## src/rtl/delta_sigma_dac_pkg.sv

```systemverilog
// Shared constants for the first-order pulse-density DAC.
// Holds only the default code width; the width itself stays a module parameter
// so different instances can use different resolutions.
package delta_sigma_dac_pkg;

  // Default input code width in bits. Legal range for WIDTH is 2..32.
  localparam int DSD_DEFAULT_WIDTH = 10;

endpackage : delta_sigma_dac_pkg

```

## src/rtl/delta_sigma_dac.sv

```systemverilog
// First-order delta-sigma (pulse-density) DAC for driving a pin into an external RC filter.
// Latency: DAC_in sampled at edge n shows up in DAC_out right after edge n (registered output).
// Backpressure: none; DAC_in is consumed every cycle and may change on any cycle.
//
// Ports:
//   clk      in   1      rising-edge clock
//   rst      in   1      synchronous active-high reset (clears accumulator and output)
//   DAC_in   in   WIDTH  unsigned target code; density of ones = DAC_in / 2^WIDTH
//   DAC_out  out  1      registered pulse-density bit stream
module delta_sigma_dac
  import delta_sigma_dac_pkg::*;
#(
  parameter int WIDTH = DSD_DEFAULT_WIDTH
) (
  input  logic             clk,
  input  logic             rst,
  input  logic [WIDTH-1:0] DAC_in,
  output logic             DAC_out
);

  logic [WIDTH-1:0] acc_q;
  logic [WIDTH-1:0] acc_d;
  logic             dac_out_q;
  logic             dac_out_d;
  logic [WIDTH:0]   sum;

  // The carry of acc + code is the output bit; the wrapped remainder is the
  // residual error kept for the next cycle. A code change never clears acc,
  // so the error left by the old code carries into the new one.
  always_comb begin
    sum       = {1'b0, acc_q} + {1'b0, DAC_in};
    acc_d     = sum[WIDTH-1:0];
    dac_out_d = sum[WIDTH];
  end

  always_ff @(posedge clk) begin
    if (rst) begin
      acc_q     <= '0;
      dac_out_q <= 1'b0;
    end else begin
      acc_q     <= acc_d;
      dac_out_q <= dac_out_d;
    end
  end

  assign DAC_out = dac_out_q;

endmodule : delta_sigma_dac

```

## config.mk

```make
export PLATFORM = sky130hd
export DESIGN_NAME = delta_sigma_dac
export DESIGN_NICKNAME = d
export VERILOG_FILES = /design/src/rtl/delta_sigma_dac_pkg.sv /design/src/rtl/delta_sigma_dac.sv
export SDC_FILE = /design/constraint.sdc
export NUM_CORES = 1
export LEC_CHECK = 0
export CAP_MARGIN = 30
export CORE_MARGIN = 1
export CORE_UTILIZATION = 30
export DETAILED_ROUTE_END_ITERATION = 12
export PLACE_DENSITY_LB_ADDON = 0.12
export SLEW_MARGIN = 25
export SYNTH_ARGS = -nofsm -noshare
export SYNTH_HDL_FRONTEND = slang
export SYNTH_SLANG_ARGS = --single-unit
export TNS_END_PERCENT = 100
```

## constraint.sdc

```tcl
create_clock -name clk -period 2.1 [get_ports clk]
set_input_delay 0.63 -clock clk [delete_from_list [all_inputs] [get_ports clk]]
set_output_delay 0.63 -clock clk [all_outputs]
set_load 0.005 [all_outputs]
```

# --- Word-level counts from Yosys, hierarchy flattened ---
# Cells that the tools add are included.
# Widths: inputs -> output; s select.
word_totals:
  out_inout_bits: 1
  word_cells: 3
  ff_bits: 11
classes:
  add_sub_neg: 1
op_table:
  columns: ["op", "count"]
  rows:
  - ["$add 10x10->11", 1]

# --- Depth between registers and ports, before layout ---
# Gate-level depths: netlist of the first run.
depth:
  ltp_word: 1
  ltp_mapped: 7
  ltp_nobuf: 7

# --- Least setup slack after synthesis of the first run ---
# Ideal clock, no wire load.
synth_timing:
  path_type: "input to register"
  from: "in DAC_in[0]"
  to: "reg acc_q[8]"
  stages: 7
  path_slack_ps: 58
  n_path_buf: 0
  t_required_ps: 1966
  arrival_time_ps: 1908
  cell_sequence: "ha_1 > inv_1 > fa_1 > nand2b_1 > a211oi_1 > o221a_1 > a211oi_1"
synth_via:
  elab_chain_len: 1
synth_rtl:
  columns: ["item", "line", "source"]
  rows:
  - ["start, declared", "delta_sigma_dac.sv:17", "input logic [WIDTH-1:0] DAC_in,"]
  - ["$add 10x10->11", "delta_sigma_dac.sv:31", "sum = {1'b0, acc_q} + {1'b0, DAC_in};"]
  - ["end signal, assigned", "delta_sigma_dac.sv:38", "acc_q <= '0;"]
  - ["end signal, assigned", "delta_sigma_dac.sv:41", "acc_q <= acc_d;"]
  - ["end, declared", "delta_sigma_dac.sv:21", "logic [WIDTH-1:0] acc_q;"]
# Every way passes these cells.
# A chain may end at the register's enable or synchronous reset.

# --- Final worst setup path of the first run ---
layout_timing:
  from: "in DAC_in[4]"
  to: "reg dac_out_q (netlist: DAC_out)"
layout_via:
  elab_chain_len: 1
layout_rtl:
  columns: ["item", "line", "source"]
  rows:
  - ["$add 10x10->11", "delta_sigma_dac.sv:31", null]
  - ["end signal, assigned", "delta_sigma_dac.sv:42", "dac_out_q <= dac_out_d;"]
  - ["end, declared", "delta_sigma_dac.sv:23", "logic dac_out_q;"]
# Every way passes these cells.

==> qor.yml, run 1 <==
r2r-end: "DAC_out"
cts_buffer_depth: 2
p_clk_share_pct: 13.6
dr.pass1.iters: 4
viasPerCell: 5.00
yosys.cell_count.top_type: "nor2_1"
synthesis.area_um2: 767
yosysWarnings: 0
cp_data_arrival_time_ps: 2230
cp_data_required_time_ps: 2270
r2r_slack_ps: 380
p_seq_share_pct: 26.3
clock.fmax_mhz: 486
core_area_um2: 2320
ys_top_cells_by_count: "nor2_1 (12), dfxtp_1 (11), ha_1 (10)"
slew_headroom_pct: 82.2
hpwl_um: 1420
grt_start_max_net_pins: 12
period_share_pct: 98.0
portBuffers: 12
highest_layer: "met4"
post_cts_buffers: 0
yosys_register_bits: 11
crit_chain: "clkdlybuf4s50_1, ha_2, a21o_1, a211o_1, o221a_1, o31a_1"
dieArea_um2: 2760
ctsHtreeMaxLevel: 1
netlist_instances: 88
cts_tree: "done"
initial_utilization_pct: 33.1
cp_max_fo: 2
rr_worst_depth: 7
cap_violations: 0
grt_pass1_wl_um: 3060
area_delta_synth_final_pct: 52.5
rr_startpoint: "acc_q[0]"
synth_ff_type: "dfxtp_1"
path_delay_family: "compound AO/OA/AOI/OAI gates"
hold_viol_final: 0
die_y_um: 52.6
synth_area_per_cell_um2: 8.72
path_clk_slew_ps: 80
p_switching_uw: 410
drtIter0Drc: 9
rsz0062_at_grt: "yes"
wl_per_cell_um: 11.8
yosysTopAreaCell: "dfxtp_1"
antenna_found_initial: 0
hold_start: "acc_q[0]"
peakVddDrop_uv: 385
track_usage_pct: 15.2
die_x_um: 52.6
drv_slew: 0
hold_depth: 2
drc: 0
startpoint_type: "input port"
power.internal_uw: 722
yosys.area.top_type_share_pct: 28.7
final_cells: 152
swShare_pct: 36.2
synth_area_leaders: "dfxtp_1 (29%), ha_1 (16%), a211oi_1 (5.9%), nor2_1 (5.9%), a21oi_1 (3.9%)"
min_path_type: "reg2reg"
finalPower_mw: 1.13
wl_um: 1790
gp_congestion: 0.780
finalCriticalPeriod_ps: 2060
whs_endpoint: "acc_q[0]"
final_core_util_pct: 50.5
tightest_slew_ps: 263
insertion_delay_ps: 270
p_comb_share_pct: 60.1
vias: 760
slowest_stage: "clkdlybuf4s50_1"
path_buf_inv: 1
syn_nets: 111
dpl.cell_count: 148
nFillCells: 214
cts_made_buffers: 3
seq_area_frac_synth_pct: 28.7
grt_pass1_vias: 728
rows: 17
cts_root_buffer: "clkbuf_4"
diodes: 0
power_leakage_nw: 0.532
critPathCaptureType: "flip-flop"
setup_viol: 0
drive_gt1_share_pct: 32.3
status: "finished clean"
met1_length_um: 908
skew_ps: 6.40
cts.sinks: 11
ys_types: 33
route.antenna.remaining_nets: 0
crit_type: "in2reg"
layout.nets: 148
synth-edff-count: 0
met2_length_um: 813
overflow: 0
dr_wl_met3_um: 57
pin_count: 13
critPathMaxStageDelay_ps: 410
async_flop_share_pct: 0
p_per_area_nw_per_um2: 967
cell usage in the layout (no fill, tap or decap), types with 2 or more instances in the layout:
| cell type | synthesis | routed |
|---|---|---|
| buf_4 | 0 | 22 |
| dfxtp_1 | 11 | 11 |
| nor2_1 | 12 | 11 |
| clkdlybuf4s50_1 | 0 | 9 |
| a21oi_1 | 6 | 6 |
| ha_1 | 10 | 5 |
| a21o_1 | 4 | 4 |
| nor3_1 | 4 | 4 |
| nand2_1 | 4 | 4 |
| inv_1 | 4 | 3 |
| a211oi_2 | 0 | 3 |
| a211oi_1 | 6 | 3 |
| ha_2 | 0 | 3 |
| clkbuf_4 | 0 | 3 |
| dlygate4sd2_1 | 0 | 3 |
| nor2b_1 | 2 | 2 |
| nor3b_1 | 2 | 2 |
| ha_4 | 0 | 2 |
repair_timing:
item,4_1_cts,5_1_grt
pin swaps,6,0
resized for setup,14,3
hold buffers,0,0
cloned,0,0
setup endpoints to repair,6,4
stage by stage:
step / setup WS (ps) / cell area [um^2] / hold slack [ps] / setup TNS [ps]
2_1_floorplan: 57.9 / 767 / 524 / 0
3_3_place_gp: -469 / 1080 / 538 / -2830
3_5_place_dp: -511 / 1080 / 554 / -3050
4_1_cts: 2.76 / 1160 / 621 / 0
5_1_grt: -7.54 / 1170 / 646 / -7.54
6_report: 42.3 / 1170 / 611 / 0
power groups by stage:
stage	combinational (mW)	clock [mW]	sequential, mW
CTS	0.675	0.164	0.298
floorplan	0.379	0	0.291
global placement	0.629	0	0.294
global route	0.760	0.170	0.303
detailed placement	0.632	0	0.298
finish	0.680	0.154	0.297
how the worst max path moves through the flow:
| stage | start | end | slack [ps] | depth (start not counted) |
|---|---|---|---|---|
| 2_1_floorplan | DAC_in[0] | acc_q[8] | 60 | 7 |
| 3_3_place_gp | DAC_in[0] | acc_q[8] | -470 | 8 |
| 3_5_place_dp | DAC_in[0] | acc_q[8] | -510 | 8 |
| 4_1_cts | DAC_in[6] | DAC_out | 3 | 5 |
| 5_1_grt | DAC_in[4] | DAC_out | -8 | 6 |
| 6_report | DAC_in[4] | DAC_out | 40 | 6 |
cell type report:
class	count	area [um^2]	share of cell area [%]
Clock buffer	4	26.3	2.25
Inverter	4	15.0	1.28
Multi-Input combinational cell	71	592	50.6
Sequential cell	11	220	18.8
Tap cell	28	35.0	2.99
Timing Repair Buffer	34	282	24.1
registers in the layout (all words and copies together), names as in the netlist:
register and cells:
acc_q 10, DAC_out 1
layer usage:
metal,vias up,track usage (%)
li1,399,-
met1,349,20.9
met2,10,23.0
met3,2,2.61
met4,0,6.58
met5,-,0
cell families after synthesis:
| logic type | after synthesis | share of synthesized area [%] |
|---|---|---|
| AO/OA/AOI/OAI | 27 | 25.9 |
| XOR/XNOR | 2 | 2.28 |
| adder cells (fa/ha/maj) | 11 | 18.9 |
| buffers and inverters | 6 | 2.94 |
| flip-flops | 11 | 28.7 |
| multiplexers | 1 | 1.47 |
| AND/OR/NAND/NOR | 30 | 19.7 |
worst reg2reg max path: stages (launching register included):
cell,delay (ps)
dfxtp_1,320
ha_2,180
inv_2,40
fa_2,350
nand2b_4,160
a211oi_2,250
o221a_1,240
o31a_1,130
Power figures use the tool's default switching activity.
==> run 2, diff against run 1 <==
--- a/config.mk
+++ b/config.mk
@@ -10,6 +10,7 @@
 export CORE_UTILIZATION = 30
 export DETAILED_ROUTE_END_ITERATION = 12
 export PLACE_DENSITY_LB_ADDON = 0.12
+export RECOVER_POWER = 100
 export SLEW_MARGIN = 25
 export SYNTH_ARGS = -nofsm -noshare
 export SYNTH_HDL_FRONTEND = slang
==> qor.yml, run 2 (synthesized netlist as in run 1, its figures left out) <==
grt_pass1_vias: 728
cts_made_buffers: 3
cp_data_arrival_time_ps: 2230
crit_type: "in2reg"
fin_setup_tns_ps: 0
portBuffers: 12
area_delta_synth_final_pct: 50.9
rr_startpoint: "acc_q[0]"
layout.nets: 148
r2r-end: "acc_q[8]"
finalPower_mw: 1.12
slew_headroom_pct: 66.1
largest_reg_flops: 10
grt_pass1_wl_um: 3060
finalCriticalPeriod_ps: 2060
drive_gt1_share_pct: 29.8
rr_worst_depth: 7
die_y_um: 52.6
hold_start: "acc_q[0]"
cts_tree: "done"
cp_max_fo: 2
dr.pass1.iters: 4
hpwl_um: 1420
initial_utilization_pct: 33.1
nFillCells: 216
path_clk_slew_ps: 80
wl_um: 1790
min_path_type: "reg2reg"
drv_slew: 0
dieArea_um2: 2760
rsz0062_at_grt: "yes"
die_x_um: 52.6
p_clk_share_pct: 13.7
insertion_delay_ps: 270
drtIter0Drc: 12
skew_ps: 5.19
tightest_slew_ps: 509
route.antenna.remaining_nets: 0
swShare_pct: 36.5
period_share_pct: 98.1
hold_viol_final: 0
ctsHtreeMaxLevel: 1
top_register: "acc_q"
place_area_um2: 1080
post_cts_buffers: 0
cts_root_buffer: "clkbuf_4"
whs_endpoint: "acc_q[0]"
cap_violations: 0
overflow: 0
track_usage_pct: 15.2
gp_congestion: 0.780
startpoint_type: "input port"
cp_data_required_time_ps: 2270
status: "finished clean"
rows: 17
wl_per_cell_um: 11.8
power_leakage_nw: 0.529
design_area_um2: 1160
drc: 0
cts_buffer_depth: 2
hold_depth: 2
critPathCaptureType: "flip-flop"
p_switching_uw: 409
vias: 756
power.internal_uw: 712
viasPerCell: 4.97
cts.sinks: 11
core_area_um2: 2320
peakVddDrop_uv: 383
clock.fmax_mhz: 486
r2r_slack_ps: 370
p_seq_share_pct: 26.5
p_comb_share_pct: 59.8
antenna_found_initial: 0
setup_viol: 0
final_common_cell: "buf_4"
mostFrequentLayoutCells: "buf_4 (18), dfxtp_1 (11), nor2_1 (11), clkdlybuf4s50_1 (7)"
pin_count: 13
grt_start_max_net_pins: 12
p_per_area_nw_per_um2: 969
diodes: 0
-- run 2: worst max-delay path by stage --
stage	slack, ps	cells past startpoint	startpoint	endpoint
after floorplan	60	7	DAC_in[0]	acc_q[8]
after global placement	-470	8	DAC_in[0]	acc_q[8]
after detailed placement	-510	8	DAC_in[0]	acc_q[8]
after CTS	3	5	DAC_in[6]	DAC_out
after global routing	-8	6	DAC_in[4]	DAC_out
final	40	6	DAC_in[4]	DAC_out
-- run 2: layout make-up --
class	instances	area, um^2	area share [%]
flip-flops and latches	11	220	19.0
multi-input cells	71	589	50.9
clock buffers	4	26.3	2.27
inverters	4	15.0	1.30
well taps	28	35.0	3.03
repair buffers	34	272	23.5
-- run 2: routing by layer --
metal,wire (um),vias to the layer above,track usage (%)
li1,-,400,-
met1,922,347,20.9
met2,809,7,23.0
met3,45,2,2.61
met4,14,0,6.58
met5,0,-,0
-- run 2: power by group through the flow --
stage | Sequential [mW] | Combinational [mW] | Clock [mW]
after global routing | 0.303 | 0.750 | 0.170
after global placement | 0.294 | 0.629 | 0
after floorplan | 0.291 | 0.379 | 0
after detailed placement | 0.298 | 0.632 | 0
final | 0.297 | 0.670 | 0.154
after CTS | 0.298 | 0.675 | 0.164
-- run 2: what timing repair did --
action	4_1_cts	5_1_grt
hold buffers	0	0
pin swaps	6	0
gates resized for setup	14	3
setup endpoints to repair	6	4
-- run 2: worst max-delay path: stages --
cell and delay [ps]:
clkdlybuf4s50_1 410, ha_2 190, a21o_1 170, a211o_1 290, o221a_1 240, o31a_1 290
-- run 2: metrics by stage --
step | setup slack (ps) | std cells | hold WS (ps) | util (%)
after floorplan | 57.9 | 88 | 524 | -
after global placement | -469 | 148 | 538 | 46.6
after detailed placement | -511 | 148 | 554 | 46.6
after CTS | 2.76 | 152 | 621 | 50.1
after global routing | -7.54 | 152 | 626 | 49.9
final | 40.8 | 152 | 581 | 49.9
